<file path="src/rtl/seq_alu.sv">
// Multi-cycle ALU: single-cycle logic/arith ops, iterative shift-add MUL and restoring DIV
// behind a valid/ready handshake. Define SEQ_ALU_HI_EN to add hi_out (MUL high half / DIV remainder).
module seq_alu #(
    parameter int WIDTH = 32,
    parameter int CNT_W = $clog2(WIDTH) + 1
) (
    input  logic             clk,
    input  logic             rst,
    input  logic             in_valid,
    output logic             in_ready,
    input  logic [3:0]       control,
    input  logic [WIDTH-1:0] a,
    input  logic [WIDTH-1:0] b,
    output logic             out_valid,
    input  logic             out_ready,
    output logic [WIDTH-1:0] result_out,
    output logic [7:0]       status_out
`ifdef SEQ_ALU_HI_EN
    ,
    output logic [WIDTH-1:0] hi_out
`endif
);

    localparam logic [3:0] OP_AND  = 4'd0;
    localparam logic [3:0] OP_OR   = 4'd1;
    localparam logic [3:0] OP_ADD  = 4'd2;
    localparam logic [3:0] OP_DIV  = 4'd4;
    localparam logic [3:0] OP_MUL  = 4'd5;
    localparam logic [3:0] OP_SUB  = 4'd6;
    localparam logic [3:0] OP_SLT  = 4'd7;
    localparam logic [3:0] OP_SLL  = 4'd8;
    localparam logic [3:0] OP_SRL  = 4'd9;
    localparam logic [3:0] OP_XOR  = 4'd10;
    localparam logic [3:0] OP_NOR  = 4'd11;
    localparam logic [3:0] OP_ADDA = 4'd12;
    localparam logic [3:0] OP_ADDM = 4'd13;
    localparam logic [CNT_W-1:0] LAST = CNT_W'(WIDTH - 1);

    typedef enum logic [1:0] {S_IDLE, S_BUSY, S_DONE} state_t;

    state_t             state_q, state_d;
    logic [3:0]         op_q, op_d;
    logic               neg_q, neg_d;
    logic [WIDTH-1:0]   m_q, m_d;
    logic [WIDTH-1:0]   qr_q, qr_d;
    logic [WIDTH:0]     acc_q, acc_d;
    logic [CNT_W-1:0]   cnt_q, cnt_d;
    logic [WIDTH-1:0]   result_q, result_d;
    logic [7:0]         status_q, status_d;
`ifdef SEQ_ALU_HI_EN
    logic               a_neg_q, a_neg_d;
    logic [WIDTH-1:0]   hi_q, hi_d;
    logic [WIDTH-1:0]   hi_v;
    logic [WIDTH-1:0]   div_rem;
`endif

    logic [3:0]         op_sel;
    logic               fire, carry, ovf, dbz, neg_flag, align_flag;
    logic [WIDTH-1:0]   res;
    logic [WIDTH:0]     sum_ext, diff_ext;
    logic [WIDTH-1:0]   a_mag, b_mag;
    logic [WIDTH:0]     add_v, mul_acc, shl, div_acc;
    logic [WIDTH-1:0]   mul_qr, div_qr, div_quo;
    logic [2*WIDTH-1:0] mul_prod, mul_fix;
    logic               ge;

    assign sum_ext  = {1'b0, a} + {1'b0, b};
    assign diff_ext = {1'b0, a} - {1'b0, b};
    assign a_mag    = a[WIDTH-1] ? -a : a;
    assign b_mag    = b[WIDTH-1] ? -b : b;

    // Iteration works on magnitudes; {acc, qr} is the double-width product/remainder:quotient pair.
    assign add_v    = acc_q + {1'b0, (qr_q[0] ? m_q : '0)};
    assign mul_acc  = {1'b0, add_v[WIDTH:1]};
    assign mul_qr   = {add_v[0], qr_q[WIDTH-1:1]};
    assign mul_prod = {mul_acc[WIDTH-1:0], mul_qr};
    assign mul_fix  = neg_q ? -mul_prod : mul_prod;

    assign shl      = {acc_q[WIDTH-1:0], qr_q[WIDTH-1]};
    assign ge       = (shl >= {1'b0, m_q});
    assign div_acc  = ge ? (shl - {1'b0, m_q}) : shl;
    assign div_qr   = {qr_q[WIDTH-2:0], ge};
    assign div_quo  = neg_q ? -div_qr : div_qr;
`ifdef SEQ_ALU_HI_EN
    assign div_rem  = a_neg_q ? -div_acc[WIDTH-1:0] : div_acc[WIDTH-1:0];
`endif

    assign op_sel     = (state_q == S_IDLE) ? control : op_q;
    assign in_ready   = (state_q == S_IDLE);
    assign out_valid  = (state_q == S_DONE);
    assign result_out = result_q;
    assign status_out = status_q;
`ifdef SEQ_ALU_HI_EN
    assign hi_out     = hi_q;
`endif

    always_comb begin
        state_d  = state_q;
        op_d     = op_q;
        neg_d    = neg_q;
        m_d      = m_q;
        qr_d     = qr_q;
        acc_d    = acc_q;
        cnt_d    = cnt_q;
        result_d = result_q;
        status_d = status_q;
`ifdef SEQ_ALU_HI_EN
        a_neg_d  = a_neg_q;
        hi_d     = hi_q;
        hi_v     = '0;
`endif
        fire       = 1'b0;
        res        = '0;
        carry      = 1'b0;
        ovf        = 1'b0;
        dbz        = 1'b0;
        neg_flag   = 1'b0;
        align_flag = 1'b0;

        case (state_q)
            S_IDLE: begin
                if (in_valid) begin
                    op_d = control;
                    if (control == OP_MUL || (control == OP_DIV && b != '0)) begin
                        neg_d   = a[WIDTH-1] ^ b[WIDTH-1];
                        acc_d   = '0;
                        cnt_d   = '0;
                        state_d = S_BUSY;
`ifdef SEQ_ALU_HI_EN
                        a_neg_d = a[WIDTH-1];
`endif
                        if (control == OP_MUL) begin
                            m_d  = a_mag;
                            qr_d = b_mag;
                        end else begin
                            m_d  = b_mag;
                            qr_d = a_mag;
                        end
                    end else begin
                        fire    = 1'b1;
                        state_d = S_DONE;
                        case (control)
                            OP_AND:           res = a & b;
                            OP_OR:            res = a | b;
                            OP_XOR:           res = a ^ b;
                            OP_NOR:           res = ~(a | b);
                            OP_ADD: begin
                                res   = sum_ext[WIDTH-1:0];
                                carry = sum_ext[WIDTH];
                            end
                            OP_SUB: begin
                                res   = diff_ext[WIDTH-1:0];
                                carry = diff_ext[WIDTH];
                            end
                            OP_ADDA, OP_ADDM: res = sum_ext[WIDTH-1:0];
                            OP_SLT:           res = {{(WIDTH-1){1'b0}}, ($signed(a) < $signed(b))};
                            OP_SLL:           res = a << b;
                            OP_SRL:           res = a >> b;
                            OP_DIV:           dbz = 1'b1;
                            default:          res = '0;
                        endcase
                    end
                end
            end
            S_BUSY: begin
                cnt_d = cnt_q + 1'b1;
                if (op_q == OP_MUL) begin
                    acc_d = mul_acc;
                    qr_d  = mul_qr;
                end else begin
                    acc_d = div_acc;
                    qr_d  = div_qr;
                end
                if (cnt_q == LAST) begin
                    fire    = 1'b1;
                    state_d = S_DONE;
                    if (op_q == OP_MUL) begin
                        res = mul_fix[WIDTH-1:0];
                        ovf = |mul_fix[2*WIDTH-1:WIDTH];
`ifdef SEQ_ALU_HI_EN
                        hi_v = mul_fix[2*WIDTH-1:WIDTH];
`endif
                    end else begin
                        res = div_quo;
                        // A positive quotient with MSB set only arises from MIN / -1.
                        ovf = ~neg_q & div_qr[WIDTH-1];
`ifdef SEQ_ALU_HI_EN
                        hi_v = div_rem;
`endif
                    end
                end
            end
            S_DONE: begin
                if (out_ready) state_d = S_IDLE;
            end
            default: state_d = S_IDLE;
        endcase

        case (op_sel)
            OP_ADD, OP_SUB, OP_MUL, OP_DIV, OP_ADDA, OP_ADDM, OP_SLT: neg_flag = res[WIDTH-1];
            default: neg_flag = 1'b0;
        endcase
        case (op_sel)
            OP_ADD, OP_ADDA: align_flag = (res[1:0] == 2'b00);
            OP_ADDM:         align_flag = (res[1:0] != 2'b00);
            default:         align_flag = 1'b0;
        endcase

        if (fire) begin
            result_d = res;
            status_d = {(res == '0), ovf, carry, neg_flag, align_flag, dbz, 2'b00};
`ifdef SEQ_ALU_HI_EN
            hi_d     = hi_v;
`endif
        end
    end

    always_ff @(posedge clk) begin
        if (rst) begin
            state_q  <= S_IDLE;
            op_q     <= '0;
            neg_q    <= 1'b0;
            m_q      <= '0;
            qr_q     <= '0;
            acc_q    <= '0;
            cnt_q    <= '0;
            result_q <= '0;
            status_q <= '0;
`ifdef SEQ_ALU_HI_EN
            a_neg_q  <= 1'b0;
            hi_q     <= '0;
`endif
        end else begin
            state_q  <= state_d;
            op_q     <= op_d;
            neg_q    <= neg_d;
            m_q      <= m_d;
            qr_q     <= qr_d;
            acc_q    <= acc_d;
            cnt_q    <= cnt_d;
            result_q <= result_d;
            status_q <= status_d;
`ifdef SEQ_ALU_HI_EN
            a_neg_q  <= a_neg_d;
            hi_q     <= hi_d;
`endif
        end
    end

endmodule

</file>
<file path="config.mk">
export PLATFORM = sky130hd
export DESIGN_NAME = seq_alu
export DESIGN_NICKNAME = d
export VERILOG_FILES = /design/src/rtl/seq_alu.sv
export SDC_FILE = /design/constraint.sdc
export NUM_CORES = 1
export LEC_CHECK = 0
export ABC_CLOCK_PERIOD_IN_PS = 8100
export CAP_MARGIN = 10
export CORE_ASPECT_RATIO = 1.4
export CORE_MARGIN = 5
export CORE_UTILIZATION = 39
export DETAILED_ROUTE_END_ITERATION = 7
export PLACE_DENSITY = 0.54
export SLEW_MARGIN = 20
export SYNTH_ARGS = -nofsm -noshare
export SYNTH_HDL_FRONTEND = slang
export SYNTH_SLANG_ARGS = --single-unit
</file>
<file path="constraint.sdc">
create_clock -name clk -period 8.1 [get_ports clk]
set_input_delay 2.025 -clock clk [delete_from_list [all_inputs] [get_ports clk]]
set_output_delay 2.025 -clock clk [all_outputs]
set_load 0.01 [all_outputs]
</file>
Word-level counts from Yosys, hierarchy flattened
Index checks and enable logic that the tools add are counted.
{ "op_classes": {"n_mux": 48, "n_bitwise": 7, "n_shift": 2, "addsub": 9, "n_reduce_logical": 17, "order_cmp": 2, "eq_ne": 27} }
{ "ops": {"columns": ["op", "count"], "rows": [
  ["$mux W32", 13],
  ["$pmux W32 S9", 1],
  ["$mux W33", 4],
  ["$pmux W32 S2", 2],
  ["$neg A32 Y32", 3],
  ["$pmux W33 S2", 1],
  ["$mux W64", 1],
  ["$neg A64 Y64", 1],
  ["$eq A4 B3 Y1 const B", 9],
  ["$add A32 B32 Y33", 1],
  ["$add A33 B32 Y33", 1],
  ["$ge A33 B32 Y1", 1],
  ["$sub A32 B32 Y33", 1],
  ["$sub A33 B32 Y33", 1],
  ["$and A32 B32 Y32", 1],
  ["$eq A4 B4 Y1 const B", 8],
  ["$logic_not A32 Y1", 1],
  ["$lt A32 B32 Y1", 1],
  ["$not A32 Y32", 1],
  ["$or A32 B32 Y32", 1],
  ["$reduce_bool A32 Y1", 1],
  ["$reduce_or A32 Y1", 1],
  ["$shl A32 B32 Y32", 1],
  ["$shr A32 B32 Y32", 1],
  ["other kinds (29)", 55]
]} }
{ "totals": {"word_cells": 121, "inputBits": 72, "reg_bits": 148} }

Logic depth before layout (Yosys ltp)
Gate-level depths: netlist of the first run.
{ "depth": {"word_depth": 9, "depth_mapped": 24} }

Least setup slack after synthesis of the first run
Ideal clock, no wire load.
{ "synth_timing": {"kind": "input port to flip-flop", "startpoint": "input port b[2]", "endpoint": "register status_q[7], in the netlist status_out[7]", "path_stages": 18, "arrival_ns": 6.141, "setup_slack_ns": 1.899, "path_cell_list": "clkbuf_1 -> clkinv_1 -> clkbuf_1 -> clkbuf_1 -> ha_1 -> clkbuf_1 -> a21o_1 -> a221o_1 -> o31ai_1 -> a21oi_1 -> o221ai_1 -> o31ai_1 -> and3_1 -> o221ai_1 -> xnor2_1 -> a221o_1 -> nor4b_1 -> a32o_1"} }
{ "synth_via": {"elab_chain_len": 7, "elab_cells_between_ends": 20, "cone_classes": "2 x add/sub; 1 x order compare; 2 x shift; 7 x mux; 4 x bitwise; 4 x reduce/logical"} }
{ "synth_lines": {"columns": ["element", "line_no", "source"], "rows": [
  ["start: declaration", "13", "input logic [WIDTH-1:0] b,"],
  ["branches (longest 7 deep; another with $add A32 B32 Y33)", null, null],
  ["end signal: assignment", "242", "status_q <= status_d;"],
  ["end: declaration", "49", "logic [7:0] status_q, status_d;"]
]} }
Several ways; the timed one is not identified.
A chain may end at the register's enable or synchronous reset.

Worst setup path in the final report of the first run
{ "layout_timing": {"startpoint": "input port a[1]", "endpoint": "register status_q[7], in the netlist status_out[7]"} }
{ "layout_via": {"elab_chain_len": 7, "elab_cells_between_ends": 14, "cone_classes": "2 x add/sub; 1 x order compare; 2 x shift; 4 x mux; 4 x bitwise; 1 x reduce/logical"} }
{ "layout_lines": {"columns": ["element", "line_no", "source"], "rows": [
  ["start: declaration", "12", "input logic [WIDTH-1:0] a,"],
  ["branches (longest 2 deep; another with $add A32 B32 Y33)", null, null],
  ["$pmux W32 S9 (*)", "142", "case (control)"],
  ["$mux W32 (*)", "124", "if (control == OP_MUL || (control == OP_DIV && b != '0)) begin"],
  ["$mux W32 (*)", "122", "if (in_valid) begin"],
  ["$pmux W32 S2 (*)", "120", "case (state_q)"],
  ["$logic_not A32 Y1 (*)", "211", "status_d = {(res == '0), ovf, carry, neg_flag, align_flag, dbz, 2'b00};"]
]} }
Mark *: on every way between the ends.

==> flow_summary.toml, run 1 <==
[grt]
grt_pass1_wl_mm = 193
grt_use_met3_pct = 5.87
track_usage_pct = 39.0
top_usage_layer = "met2"
grt_pass1_vias = 27900
antenna_found_initial = 8
grt.overflow.total = 0
grt_use_met2_pct = 65.7
met1_usage_pct = 41.5
grt_start_max_net_pins = 69

[setup_path]
crit_type = "in -> reg"
cp.required_ns = 8.46
crit_fanout = 13
ff2ff_setup_slack_ns = 1.49
cp.arrival_ns = 7.07
critPathCaptureType = "flip-flop"
startpoint_type = "input pin"
r2r_start = "qr_q[0]"
worst_r2r_endpoint = "status_out[6]"
worstRegToRegCells = 17

[yosys]
synth_edf_count = 0
synth_area_sq_mm = 0.0242
synth.distinct_cells = 105
synth_async_sr_flop_share_pct = 0
yosysSeqAreaShare_pct = 12.2
synth_top_cell_area_share_pct = 12.2
syn_inst = 3542
synthTopCellsByArea = "dfxtp_1 (12%), ha_1 (8.5%), nand2_1 (6.9%)"
yosysWarnings = 0
synth_seq_cells = 148
syn_avg_cell_area_sq_um = 6.84
synthFlopType = "dfxtp_1"
synth_largest_area_cell = "dfxtp_1"

[detailed_routing]
routed_via_density = 6.68
drc = 0
drtIter0Drc = 3084
wl_mm = 136
wl_per_cell_um = 31.5
dr.pass1.iters = 8
ant_nets = 0
vias = 28900

[cells_and_area]
syn_to_final_growth_pct = 10.1
layout_common_cells = "nand2_1 (448), nor2_1 (390), a21oi_1 (330), o21ai_0 (211), ha_1 (165)"
fill_cells = 6569
postLayoutCellArea_sq_mm = 0.0267
layout_commonest_cell = "nand2_1"
layout.nets = 3727
final_core_util_pct = 43.2
drive_above_1_share_pct = 8.63

[sta]
rsz0062_at_grt = "no"
worst_slew_pin_slew_ns = 1.16
maxSlewHeadroom_pct = 22.3
slew_violations = 0
whs_ns = 0.453
finClkSkew_ns = 0.0154
totalNegativeSetupSlack_ns = 0
min_period_ns = 6.71
hold_violations = 0
setup_viol = 0
fin_crit_sh_pct = 82.9
fmax_mhz = 149
timing.final.ws_setup_ns = 1.39

[clocking]
cts-buffers-inserted = 17
cts_setup_buffers = 0
cts_resized = 0
cts.sinks = 148
insertion_delay_ns = 0.47
cts_hold_buf = 0
clk_pin_slew_ns = 0.07
clock-root-buffer = "clkbuf_16"
cts_tree = "done"
htree_levels = 4
ctsLongestPathBuffers = 2

[floorplanning]
die_h_um = 305
start_util_pct = 39.2
fp.dieW_um = 221
dieArea_sq_mm = 0.0672
num_rows = 108
num_io_pins = 114
core_sq_mm = 0.0618

[status]
status = "completed"

[pwr]
peakVddDrop_v = 0.000167
p_leak_nw = 10.0
pwr_density_cell_mw_per_mm2 = 134

[place]
placed_area_sq_mm = 0.0261
routabilityCongestion = 1.06
io_buffers = 111
place_ws_ns = 0.988
dpl.hpwl_mm = 109

[run]
cap_viol_max_count = 0

[worst_hold_path]
hold_depth = 2
holdPathEnd = "m_q[7]"
worstHoldStart = "m_q[7]"
worst_hold_path_type = "reg -> reg"
-- worst max path at each step --
| stage | to | slack [ns] | start | depth (start not counted) |
|---|---|---|---|---|
| global route | status_out[7] | 1.14 | a[1] | 17 |
| CTS | status_out[7] | 1.46 | a[1] | 17 |
| detailed placement | status_out[7] | 0.99 | a[1] | 17 |
| floorplan | status_out[7] | 1.90 | b[2] | 18 |
| finish | status_out[7] | 1.39 | a[1] | 17 |
| global placement | status_out[7] | 1.04 | a[1] | 17 |
-- registers in the layout, indices dropped and copies added (netlist names) --
name        cells
state_q         2
m_q            32
neg_q           1
status_out      6
op_q            4
cnt_q           6
acc_q          33
qr_q           32
result_out     32
-- final cells by class --
| cell class | instances | area (sq um) | area share [%] |
|---|---|---|---|
| multi-input cells | 2933 | 19500 | 73.1 |
| flip-flops and latches | 148 | 2960 | 11.1 |
| repair buffers | 216 | 1920 | 7.22 |
| well taps | 825 | 1030 | 3.87 |
| inverters | 170 | 638 | 2.39 |
| clock buffers | 18 | 439 | 1.65 |
| clock inverters | 14 | 163 | 0.610 |
| diodes | 3 | 7.51 | 0.0282 |
-- metrics by stage --
stage                     std cells  total power [mW]
after global routing           4324              3.70
final                          4327              3.57
after CTS                      4324              3.52
after detailed placement       4292              2.66
after floorplan                3543              1.97
after global placement         4292              2.66
-- power by group --
group	total (mW)	internal [mW]	switching [mW]	leakage, nW
Sequential	0.803	0.756	0.0474	1.20
Clock	0.857	0.471	0.386	0.289
Combinational	1.91	0.638	1.28	8.55
-- synthesized netlist by cell type, types with 63 or more instances --
cell and instances:
a211oi_1 70, a21oi_1 331, clkbuf_1 234, dfxtp_1 148, ha_1 165, inv_1 162, mux4_2 63, nand2_1 448
nand3_1 78, nor2_1 393, nor3_1 112, o211ai_1 67, o21ai_0 211, xnor2_1 133
-- per-layer routing --
| layer | up-vias | part of all wire (%) |
|---|---|---|
| met3 | 572 | 6.7 |
| met4 | 8 | 12 |
| li1 | 12800 | - |
| met5 | - | 0.041 |
| met1 | 13800 | 34 |
| met2 | 1659 | 47 |
-- kinds of logic (layout without fill, tap and decap cells) --
kind of cell	after synthesis	in the layout	synth area share [%]
other cells	1	5	0.0155
fa+ha+maj	169	169	8.86
xor+xnor	189	189	6.84
compound gates	1116	1116	30.0
mux	138	138	9.04
simple gates	1319	1319	25.2
buf+inv	462	418	7.77
flops	148	148	12.2
-- worst max-delay path: stages --
cell and delay, ns:
clkdlybuf4s50_1 0.89, inv_1 0.18, ha_1 0.36, a21oi_1 0.21, o22ai_1 0.19, o21ai_0 0.21
buf_4 0.20, o211ai_1 0.24, a21oi_1 0.51, nor3_1 0.16, o41ai_1 0.72, nand3b_1 0.15
nand4_1 0.12, a2111oi_0 0.07, o31ai_1 0.45, nor4_1 0.14, a32o_1 0.22
No activity file was read; power rests on OpenSTA's default activity.
==> inputs of run 2 (changes only) <==
ABC_CLOCK_PERIOD_IN_PS = 5600   (was 8100)
PLACE_DENSITY = 0.56   (was 0.54)
clock period = 5.6 ns   (was 8.1 ns; I/O delays follow)
==> run 2 against run 1 <==
  * First-iteration DRC count rose by 5.4%
  * Clock skew is 0.0010 ns higher
  * Worst setup slack worse by 1.3 ns
  * Cell count is 7.9% higher
==> flow_summary.toml, run 2 (same netlist as run 1, synthesis figures left out) <==
[status]
status = "completed"

[pwr]
total_power_mw = 5.33
intPower_mw = 2.90
power_frac_seq_pct = 21.4
p_comb_share_pct = 55.3
p_leak_nw = 11.8
peakVddDrop_v = 0.000226
pwr_density_cell_mw_per_mm2 = 181
netSwitchingPower_mw = 2.42
clock_power_share_pct = 23.3
p_sw_share_pct = 45.5

[detailed_routing]
wl_per_cell_um = 28.3
vias = 29800
wl_mm = 132
dr.pass1.iters = 6
drc = 0
ant_nets = 0
routed_via_density = 6.39
drtIter0Drc = 3249

[grt]
grt_start_max_net_pins = 81
grt_pass1_vias = 28600
grt.overflow.total = 0
grt_pass1_wl_mm = 190
track_usage_pct = 37.7
antenna_found_initial = 4

[cells_and_area]
syn_to_final_growth_pct = 21.6
finalNonFillerCells = 4667
multiInputGateArea_sq_mm = 0.0195
drive_above_1_share_pct = 16.8
layout_common_cells = "nand2_1 (448), buf_4 (427), nor2_1 (390), a21oi_1 (329), o21ai_0 (211)"
largest_register_ffs = 33
layout.nets = 4066
seqCellArea_sq_mm = 0.00296
layout_commonest_cell = "nand2_1"
fill_cells = 6478
regMostFlops = "acc_q"

[sta]
fin_crit_sh_pct = 98.3
finClkSkew_ns = 0.0164
rsz0062_at_grt = "no"
fmax_mhz = 182
worst_slew_pin_slew_ns = 1.01
min_period_ns = 5.51
slew_violations = 0
setup_viol = 0
maxSlewHeadroom_pct = 32.2
hold_violations = 0

[clocking]
cts.sinks = 148
cts_tree = "done"
cts_hold_buf = 0
clk_pin_slew_ns = 0.07
cts_setup_buffers = 0
cts-buffers-inserted = 17
clock-root-buffer = "clkbuf_16"
htree_levels = 4
insertion_delay_ns = 0.46
ctsLongestPathBuffers = 2

[place]
routabilityCongestion = 1.08
dpl.hpwl_mm = 107
dp_cells = 4631
io_buffers = 111

[floorplanning]
fp.dieW_um = 221
dieArea_sq_mm = 0.0672
start_util_pct = 39.2
num_io_pins = 114
die_h_um = 305
core_sq_mm = 0.0618
num_rows = 108

[setup_path]
critPathTopFamily = "compound AO/OA/AOI/OAI gates"
cp_slowest_cell = "clkdlybuf4s50_1"
cpPeakStageDelay_ns = 0.75
cp.required_ns = 6.01
worstRegToRegCells = 16
crit_type = "in -> reg"
crit_fanout = 4
critPathCaptureType = "flip-flop"
cp.arrival_ns = 5.91
startpoint_type = "input pin"
worst-path-stages = 17
path_buf_inv = 4
cp_cell_sequence = "clkdlybuf4s50_1 -> inv_1 -> ha_1 -> and3_1 -> and2_1 -> a221o_1 -> nor2b_1 -> a21oi_1 -> nor3_1 -> o41ai_1 -> buf_4 -> o311ai_1 -> o21ai_0 -> o21ai_0 -> nor4b_2 -> buf_4 -> a32o_1"

[worst_hold_path]
worst_hold_path_type = "reg -> reg"
hold_depth = 2

[run]
cap_viol_max_count = 0
==> run 2: repair_timing <==
item | CTS | global route
resized for setup | 1 | 9
pin swaps | 0 | 2
setup endpoints to repair | 1 | 1
==> run 2: worst paths after layout <==
kind | end | from | slack [ns]
hold / removal | m_q[10] | m_q[10] | 0.45
hold reg to reg | m_q[10] | m_q[10] | 0.45
setup reg to reg | status_out[6] | qr_q[0] | 0.29
setup / recovery | status_out[7] | a[18] | 0.09
==> run 2: layout make-up <==
| cell class | count | area share (%) |
|---|---|---|
| well taps | 825 | 3.50 |
| diodes | 4 | 0.0340 |
| inverters | 170 | 2.17 |
| multi-input cells | 2933 | 66.3 |
| repair buffers | 555 | 15.9 |
| flip-flops and latches | 148 | 10.1 |
| clock inverters | 15 | 0.629 |
| clock buffers | 17 | 1.44 |
==> run 2: power groups by stage <==
stage | Sequential [mW] | Combinational (mW) | Clock (mW)
2_1_floorplan | 1.15 | 1.70 | 0
3_3_place_gp | 1.16 | 2.85 | 0
3_5_place_dp | 1.16 | 2.85 | 0
4_1_cts | 1.14 | 2.86 | 1.25
5_1_grt | 1.14 | 3.11 | 1.29
6_report | 1.14 | 2.94 | 1.24
==> run 2: worst register-to-register path: cells and delay by family, from the launching register on <==
kind | cells | cell delay (ns)
AOI/OAI and AO/OA | 5 | 1.40
xor gates and xnor gates | 1 | 0.31
adders and majority gates | 1 | 0.27
buffers and inverters | 1 | 0.37
DFF | 1 | 0.37
muxes | 1 | 0.35
and+or+nand+nor | 7 | 2.11
==> run 2: metal layers <==
layer	wire (um)	track usage (%)	vias up
met2	63300	64.5	1664
met1	45700	40.5	14100
met4	14500	32.4	0
li1	-	-	13500
met5	0	0	-
met3	8570	4.62	536
==> run 2: through the flow <==
stage / worst slack, ns / setup TNS (ns) / hold slack [ns] / util [%] / cell area, sq um
2_1_floorplan: 0.0236 / 0 / 0.432 / - / 24200
3_3_place_gp: -0.450 / -0.963 / 0.439 / 46.6 / 28800
3_5_place_dp: -0.540 / -1.06 / 0.446 / 46.6 / 28800
4_1_cts: 0.0459 / 0 / 0.454 / 47.6 / 29400
5_1_grt: 0.0167 / 0 / 0.468 / 47.7 / 29400
6_report: 0.0934 / 0 / 0.452 / 47.7 / 29500
